[src/rtl/mem_port_arbiter.sv]
// Round-robin arbiter sharing one single-port command memory between two requesters.
// One memory transaction in flight at a time; the winner gets a one-cycle Done pulse.
//
// state | meaning
// IDLE  | no transaction; requests sampled, winner's command captured
// ISSUE | MemEn strobe for the captured command
// WAIT  | read latency countdown; read data captured when count reaches 1
// DONE  | Done pulse to the winner; winner becomes last-granted
module mem_port_arbiter #(
    parameter int ADDR_WIDTH = 8,
    parameter int DATA_WIDTH = 8,
    parameter int RD_LATENCY = 1
) (
    input  logic                  Clk,
    input  logic                  Reset,
    input  logic                  Req0,
    input  logic                  RW0,
    input  logic [ADDR_WIDTH-1:0] Addr0,
    input  logic [DATA_WIDTH-1:0] WrData0,
    output logic                  Gnt0,
    output logic                  Done0,
    output logic [DATA_WIDTH-1:0] RdData0,
    input  logic                  Req1,
    input  logic                  RW1,
    input  logic [ADDR_WIDTH-1:0] Addr1,
    input  logic [DATA_WIDTH-1:0] WrData1,
    output logic                  Gnt1,
    output logic                  Done1,
    output logic [DATA_WIDTH-1:0] RdData1,
    output logic                  MemEn,
    output logic                  MemRW,
    output logic [ADDR_WIDTH-1:0] MemAddr,
    output logic [DATA_WIDTH-1:0] MemWrData,
    input  logic [DATA_WIDTH-1:0] MemRdData,
    output logic                  Busy
);
    typedef enum logic [1:0] {S_IDLE, S_ISSUE, S_WAIT, S_DONE} state_t;

    state_t                state_q, state_d;
    logic                  pick;
    logic                  win_q, last_q;
    logic                  cmd_rw_q;
    logic [ADDR_WIDTH-1:0] cmd_addr_q;
    logic [DATA_WIDTH-1:0] cmd_wdata_q;
    logic [2:0]            cnt_q;
    logic                  gnt0_q, gnt1_q, busy_q;
    logic [DATA_WIDTH-1:0] rd0_q, rd1_q;
    logic                  mem_en, done0, done1;

    // A lone requester always wins; on a tie the port not granted last goes first.
    assign pick = (Req0 && Req1) ? ~last_q : Req1;

    always_ff @(posedge Clk) begin
        if (Reset) state_q <= S_IDLE;
        else       state_q <= state_d;
    end

    always_comb begin
        state_d = state_q;
        case (state_q)
            S_IDLE:  if (Req0 || Req1) state_d = S_ISSUE;
            S_ISSUE: state_d = cmd_rw_q ? S_DONE : S_WAIT;
            S_WAIT:  if (cnt_q == 3'd1) state_d = S_DONE;
            S_DONE:  state_d = S_IDLE;
            default: state_d = S_IDLE;
        endcase
    end

    always_comb begin
        mem_en = (state_q == S_ISSUE);
        done0  = (state_q == S_DONE) && !win_q;
        done1  = (state_q == S_DONE) &&  win_q;
    end

    always_ff @(posedge Clk) begin
        if (Reset) begin
            win_q       <= 1'b0;
            last_q      <= 1'b1;
            cmd_rw_q    <= 1'b0;
            cmd_addr_q  <= '0;
            cmd_wdata_q <= '0;
            cnt_q       <= 3'd0;
            gnt0_q      <= 1'b0;
            gnt1_q      <= 1'b0;
            busy_q      <= 1'b0;
            rd0_q       <= '0;
            rd1_q       <= '0;
        end else begin
            busy_q <= (state_d != S_IDLE);
            case (state_q)
                S_IDLE: begin
                    if (Req0 || Req1) begin
                        win_q       <= pick;
                        cmd_rw_q    <= pick ? RW1     : RW0;
                        cmd_addr_q  <= pick ? Addr1   : Addr0;
                        cmd_wdata_q <= pick ? WrData1 : WrData0;
                        gnt0_q      <= ~pick;
                        gnt1_q      <= pick;
                    end
                end
                S_ISSUE: begin
                    if (!cmd_rw_q) cnt_q <= 3'(RD_LATENCY);
                end
                S_WAIT: begin
                    cnt_q <= cnt_q - 3'd1;
                    if (cnt_q == 3'd1) begin
                        if (win_q) rd1_q <= MemRdData;
                        else       rd0_q <= MemRdData;
                    end
                end
                S_DONE: begin
                    last_q <= win_q;
                    gnt0_q <= 1'b0;
                    gnt1_q <= 1'b0;
                end
                default: ;
            endcase
        end
    end

    assign Gnt0      = gnt0_q;
    assign Gnt1      = gnt1_q;
    assign Done0     = done0;
    assign Done1     = done1;
    assign RdData0   = rd0_q;
    assign RdData1   = rd1_q;
    assign MemEn     = mem_en;
    assign MemRW     = cmd_rw_q;
    assign MemAddr   = cmd_addr_q;
    assign MemWrData = cmd_wdata_q;
    assign Busy      = busy_q;
endmodule

[config.mk]
export PLATFORM = sky130hd
export DESIGN_NAME = mem_port_arbiter
export DESIGN_NICKNAME = d
export VERILOG_FILES = /design/src/rtl/mem_port_arbiter.sv
export SDC_FILE = /design/constraint.sdc
export NUM_CORES = 1
export LEC_CHECK = 0
export BUFFER_PORTS_ARGS = -buffer_cell sky130_fd_sc_hd__buf_2
export CELL_PAD_IN_SITES_DETAIL_PLACEMENT = 0
export CELL_PAD_IN_SITES_GLOBAL_PLACEMENT = 1
export CORE_ASPECT_RATIO = 1.5
export CORE_UTILIZATION = 33
export CTS_CLUSTER_SIZE = 24
export DETAILED_ROUTE_END_ITERATION = 8
export PLACE_DENSITY_LB_ADDON = 0.12
export REMOVE_ABC_BUFFERS = 1
export SYNTH_ARGS = -nofsm -noshare
export SYNTH_HDL_FRONTEND = slang
export SYNTH_SLANG_ARGS = --single-unit
[constraint.sdc]
create_clock -name Clk -period 2 [get_ports Clk]
set_clock_uncertainty 0.2 [all_clocks]
set_input_delay 0.1 -clock Clk [delete_from_list [all_inputs] [get_ports Clk]]
set_output_delay 0.1 -clock Clk [all_outputs]
set_load 0.1 [all_outputs]
Word-level counts from Yosys, hierarchy flattened
Index checks and enable logic that the tools add are counted.
{"block": "word_totals", "inputBits": 46, "latchBits": 0, "ramBits": 0, "output_inout_bits": 39, "mem_count": 0, "romBits": 0, "wordCells": 50, "regBits": 43}
{"block": "classes", "add_sub_neg": 1, "reduce_logical": 14, "bitwise_logic": 3, "n_div": 0, "n_lt_le_gt_ge": 0, "shift": 0, "n_eq_ne": 6, "mux": 14, "multipliers": 0}
{"operator": "$mux 8", "count": 2}
{"operator": "$pmux 2 s4", "count": 1}
{"operator": "$pmux 3 s2", "count": 1}
{"operator": "$reduce_and 2->1", "count": 3}
{"operator": "$reduce_and 3->1", "count": 2}
{"operator": "$reduce_bool 2->1", "count": 3}
{"operator": "$mux 1", "count": 5}
{"operator": "$eq 2x2->1 const B", "count": 2}
{"operator": "$mux 2", "count": 2}
{"operator": "$ne 2x2->1 const B", "count": 2}
{"operator": "$pmux 1 s2", "count": 2}
{"operator": "$eq 3x1->1 const B", "count": 1}
{"operator": "$logic_and 1x1->1", "count": 3}
{"operator": "$mux 3", "count": 1}
{"operator": "$not 1->1", "count": 3}
{"operator": "$sub 3x1->3 const B", "count": 1}
{"operator": "$eq 2x1->1 const B", "count": 1}
{"operator": "$logic_not 2->1", "count": 1}
{"operator": "$logic_not 1->1", "count": 1}
{"operator": "$logic_or 1x1->1", "count": 1}

Logic depth before layout (Yosys ltp)
{"block": "logic_depth", "depth_word": 5, "mapped_depth": 7, "depth_no_buf": 5}

Worst setup path before layout
Ideal clock, no wire load.
{"block": "synth_timing", "path_type": "register to register", "startpoint": "register state_q[1]", "endpoint": "register busy_q (netlist: Busy)", "t_arrival_ns": 1.918, "setup_time_ns": 0.070, "path_stages_with_launch": 6, "t_required_ns": 1.730, "setup_slack_ns": -0.189, "n_path_buf": 0, "path_cell_list": "dfxtp_1 -> inv_1 -> ha_1 -> a21oi_1 -> a311o_1 -> a21oi_1"}
{"block": "synth_via", "elab_chain_len": 3, "word_cells_on_any_way": 8, "classes_between": "eq/ne (3); mux (3); reduce/logical (2)"}
{"element": "start, declared", "line_no": "39", "source": "state_t state_q, state_d;"}
{"element": "start signal, assigned", "line_no": "55", "source": "else state_q <= state_d;"}
{"element": "$eq 2x1->1"}
{"element": "net MemEn", "line_no": "30", "source": "output logic MemEn,"}
{"element": "$pmux 2 s4", "line_no": "60", "source": "case (state_q)"}
{"element": "$reduce_bool 2->1", "line_no": "89", "source": "busy_q <= (state_d != S_IDLE);"}
{"element": "end signal, assigned", "line_no": "89"}
{"element": "end, declared", "line_no": "46", "source": "logic gnt0_q, gnt1_q, busy_q;"}
The timed path passes the listed nets, and every way through them passes these cells.
A chain may end at the register's enable or synchronous reset.

Worst setup path in the final report
{"block": "layout_timing", "startpoint": "register state_q[0]", "endpoint": "register rd0_q[4] (netlist: RdData0[4])"}
{"block": "layout_via", "elab_chain_len": 2}
{"element": "$eq 2x2->1", "line_no": "90", "source": "case (state_q)"}
{"element": "$reduce_and 3->1 (no line)"}
{"element": "end signal, assigned", "line_no": "108", "source": "else rd0_q <= MemRdData;"}
{"element": "end, declared", "line_no": "47", "source": "logic [DATA_WIDTH-1:0] rd0_q, rd1_q;"}
No other way between the ends.

==> insert_results.sql <==
INSERT INTO impl_metrics (metric_group, metric, value, unit) VALUES
('worst_setup_path', 'cp.required', '1.95', 'ns'),
('pwr', 'power_frac_comb', '56.1', '%'),
('sta', 'setup-violations-final', '0', ''),
('sta', 'maxSlewViolCount', '0', ''),
('pwr', 'leakagePower', '1.32', 'nW'),
('global_routing', 'antenna_violations_before_repair', '0', ''),
('pwr', 'p_sw_share', '51.8', '%'),
('sta', 'timing.max_slew.rel_slack', '50.3', '%'),
('yosys', 'synth_top_family_by_area', 'compound AO/OA/AOI/OAI gates', ''),
('yosys', 'syn_avg_cell_area', '8.75', 'um2'),
('final_layout', 'final-instance-count-excl-fill', '415', ''),
('clock_tree', 'insertion_delay_to_the_later_sink_of_the_worst_skew_pair', '0.29', 'ns'),
('yosys', 'seq_area_frac_synth', '44.5', '%'),
('floorplan', 'floorplan.core_area', '5570', 'um2'),
('yosys', 'count_of_flip_flops_with_a_built_in_enable_after_synthesis', '0', ''),
('pwr', 'cellInternalPower', '2.05', 'mW'),
('final_layout', 'finish.utilization', '52.5', '%'),
('final_layout', 'finish.net_count', '397', ''),
('worst_setup_path', 'cp-end-kind', 'flip-flop', ''),
('worst_setup_path', 'critical-path-top-delay-family', 'simple AND/OR/NAND/NOR gates', ''),
('final_layout', 'design_area', '2930', 'um2'),
('pwr', 'pwr_density_cell', '1460', 'nW/um2'),
('final_layout', 'mostFrequentLayoutCell', 'sky130_fd_sc_hd__buf_2', ''),
('worst_setup_path', 'setup.worst_path.start', 'state_q[0]', ''),
('final_layout', 'drive_gt1_share', '31.6', '%'),
('worst_setup_path', 'path_max_fanout', '8', ''),
('floorplan', 'area_of_the_die', '6170', 'um2'),
('yosys', 'synth_compound_gate_area_share', '22.5', '%'),
('worst_setup_path', 'critPathMaxStageDelay', '0.46', 'ns'),
('placement', 'detailed_place_hpwl', '3.58', 'mm'),
('pwr', 'net-switching-power', '2.21', 'mW'),
('detailed_routing', 'wl_per_cell', '12.6', 'um'),
('detailed_routing', 'drcViolationCount', '0', ''),
('min_path', 'worst_hold_startpoint', 'Req0', ''),
('detailed_routing', 'drt_iter0_drc', '65', ''),
('final_layout', 'fillerInstances', '551', ''),
('pwr', 'sequential_share_of_power', '27.6', '%'),
('detailed_routing', 'drt.antenna.violating_nets', '0', ''),
('yosys', 'synthArstFlopShare', '0', '%'),
('global_routing', 'grt_pass1_vias', '1947', ''),
('yosys', 'post_synth_fa_ha_maj_area_fraction', '4.53', '%'),
('detailed_routing', 'postRouteWirelength', '5.24', 'mm'),
('placement', 'placed_area', '2390', 'um2'),
('yosys', 'ys.flop_type', 'sky130_fd_sc_hd__dfxtp_1', ''),
('floorplan', 'die_width', '64.5', 'um'),
('status', 'outcome', 'finished, final reports clean', ''),
('clock_tree', 'cts.sink_count', '43', ''),
('pwr', 'vdd_drop_max', '872', 'uV'),
('sta', 'max_clock_freq', '539', 'MHz'),
('sta', 'tightest_slew', '0.745', 'ns'),
('clock_tree', 'clockRootBuffer', 'sky130_fd_sc_hd__clkbuf_8', ''),
('final_layout', 'num_antenna_cells', '0', ''),
('yosys', 'synth_mux_area_share', '4.14', '%'),
('yosys', 'yosys_register_bits', '43', ''),
('clock_tree', 'cts-root-to-sink-buffers', '2', ''),
('worst_setup_path', 'worst-setup-path-type', 'reg -> reg', ''),
('clock_tree', 'cts_max_level', '2', ''),
('placement', 'place.detailed.instances', '365', ''),
('placement', 'gpl.final_weighted_congestion', '0.770', ''),
('worst_setup_path', 'critPathArrivalTime', '1.81', 'ns'),
('final_layout', 'layout_common_cells', 'sky130_fd_sc_hd__buf_2 (84), sky130_fd_sc_hd__dfxtp_1 (43), sky130_fd_sc_hd__dlygate4sd3_1 (42)', ''),
('clock_tree', 'cts_tree', 'done', ''),
('final_layout', 'flow.area_growth_from_synthesis', '51.4', '%'),
('global_routing', 'global_route.overflow_total', '0', ''),
('detailed_routing', 'vias', '1952', ''),
('worst_setup_path', 'critical_path_buf_inv_count', '1', ''),
('worst_setup_path', 'rr_startpoint', 'state_q[0]', ''),
('global_routing', 'grt_pass1_wl', '8.82', 'mm'),
('min_path', 'timing.hold.worst.class', 'in -> reg', ''),
('clock_tree', 'worst_setup_hold_path_clk_slew', '0.08', 'ns'),
('sta', 'finalHoldViolations', '0', '');
-- cell families after synthesis --
kind of cell	count (synthesis)
multiplexers	8
buffers and inverters	21
adder cells (fa/ha/maj)	7
flip-flops	43
AND/OR/NAND/NOR	81
AO/OA/AOI/OAI	61
-- flip-flops by register name (all words and copies together), names as in the netlist --
name       count
Busy           1
Gnt1           1
cnt_q          3
state_q        2
MemRW          1
MemAddr        8
MemWrData      8
Gnt0           1
RdData0        8
last_q         1
RdData1        8
win_q          1
-- path summary, 6_finish.rpt --
kind	slack [ns]	endpoint	depth (start not counted)
setup / recovery	0.15	RdData0[4]	5
hold / removal	0.14	Gnt1	4
setup reg to reg	0.15	RdData0[4]	5
hold reg to reg	0.26	RdData1[4]	2
-- layer usage --
layer	global-route usage [%]	wire length (um)	vias up
met2	36.6	2850	55
met1	18.9	2140	890
met5	0	0	-
met3	3.55	191	5
met4	5.00	61	0
li1	-	-	1002
-- synthesized netlist by cell type (2+ instances only) --
master | n | area (um2)
sky130_fd_sc_hd__dfxtp_1 | 43 | 861
sky130_fd_sc_hd__nand2_1 | 34 | 128
sky130_fd_sc_hd__a21oi_1 | 31 | 155
sky130_fd_sc_hd__nor2_1 | 30 | 113
sky130_fd_sc_hd__a211oi_1 | 9 | 67.6
sky130_fd_sc_hd__a211oi_2 | 9 | 113
sky130_fd_sc_hd__mux2i_1 | 8 | 80.1
sky130_fd_sc_hd__ha_1 | 7 | 87.6
sky130_fd_sc_hd__clkbuf_1 | 6 | 22.5
sky130_fd_sc_hd__inv_1 | 6 | 22.5
sky130_fd_sc_hd__buf_4 | 4 | 30.0
sky130_fd_sc_hd__nand3_1 | 4 | 20.0
sky130_fd_sc_hd__buf_2 | 3 | 15.0
sky130_fd_sc_hd__nand2b_1 | 3 | 18.8
sky130_fd_sc_hd__nor2b_1 | 3 | 18.8
sky130_fd_sc_hd__o21ai_0 | 3 | 15.0
sky130_fd_sc_hd__and2_1 | 2 | 12.5
sky130_fd_sc_hd__buf_6 | 2 | 22.5
sky130_fd_sc_hd__o21a_1 | 2 | 15.0
-- tightest hold or removal path, cell delays in order --
cell and delay [ns]:
sky130_fd_sc_hd__buf_2 0.16, sky130_fd_sc_hd__a21boi_4 0.17, sky130_fd_sc_hd__nand3_1 0.11, sky130_fd_sc_hd__a21oi_1 0.05
-- what timing repair did --
action | 4_1_cts | 5_1_grt
hold buffers | 42 | 0
buffers inserted | 0 | 0
hold endpoints to repair | 33 | 0
-- final cells by class --
| class | count | area (um2) | area share [%] |
|---|---|---|---|
| multi-input combinational | 157 | 960 | 32.8 |
| timing repair buffer | 131 | 878 | 30.0 |
| sequential | 43 | 861 | 29.4 |
| tap | 70 | 87.6 | 2.99 |
| clock buffer | 6 | 82.6 | 2.82 |
| clock inverter | 2 | 35.0 | 1.20 |
| inverter | 6 | 22.5 | 0.770 |
-- power by group through the flow --
stage               clock, mW  sequential [mW]  combinational [mW]
finish                  0.697             1.17                2.39
CTS                     0.728             1.18                2.40
detailed placement          0             1.19                2.33
global placement            0             1.19                2.33
global route            0.758             1.20                2.55
floorplan                   0             2.25               0.807
-- metrics by stage --
step | setup TNS (ns) | hold slack, ns | total power [mW] | setup WS [ns]
detailed placement | 0 | 0.149 | 3.53 | 0.153
CTS | 0 | 0.135 | 4.30 | 0.140
finish | 0 | 0.143 | 4.26 | 0.146
global placement | 0 | 0.151 | 3.52 | 0.206
global route | 0 | 0.167 | 4.51 | 0.0271
floorplan | -0.553 | -0.0354 | 3.06 | -0.188
No activity file was read; power rests on OpenSTA's default activity.
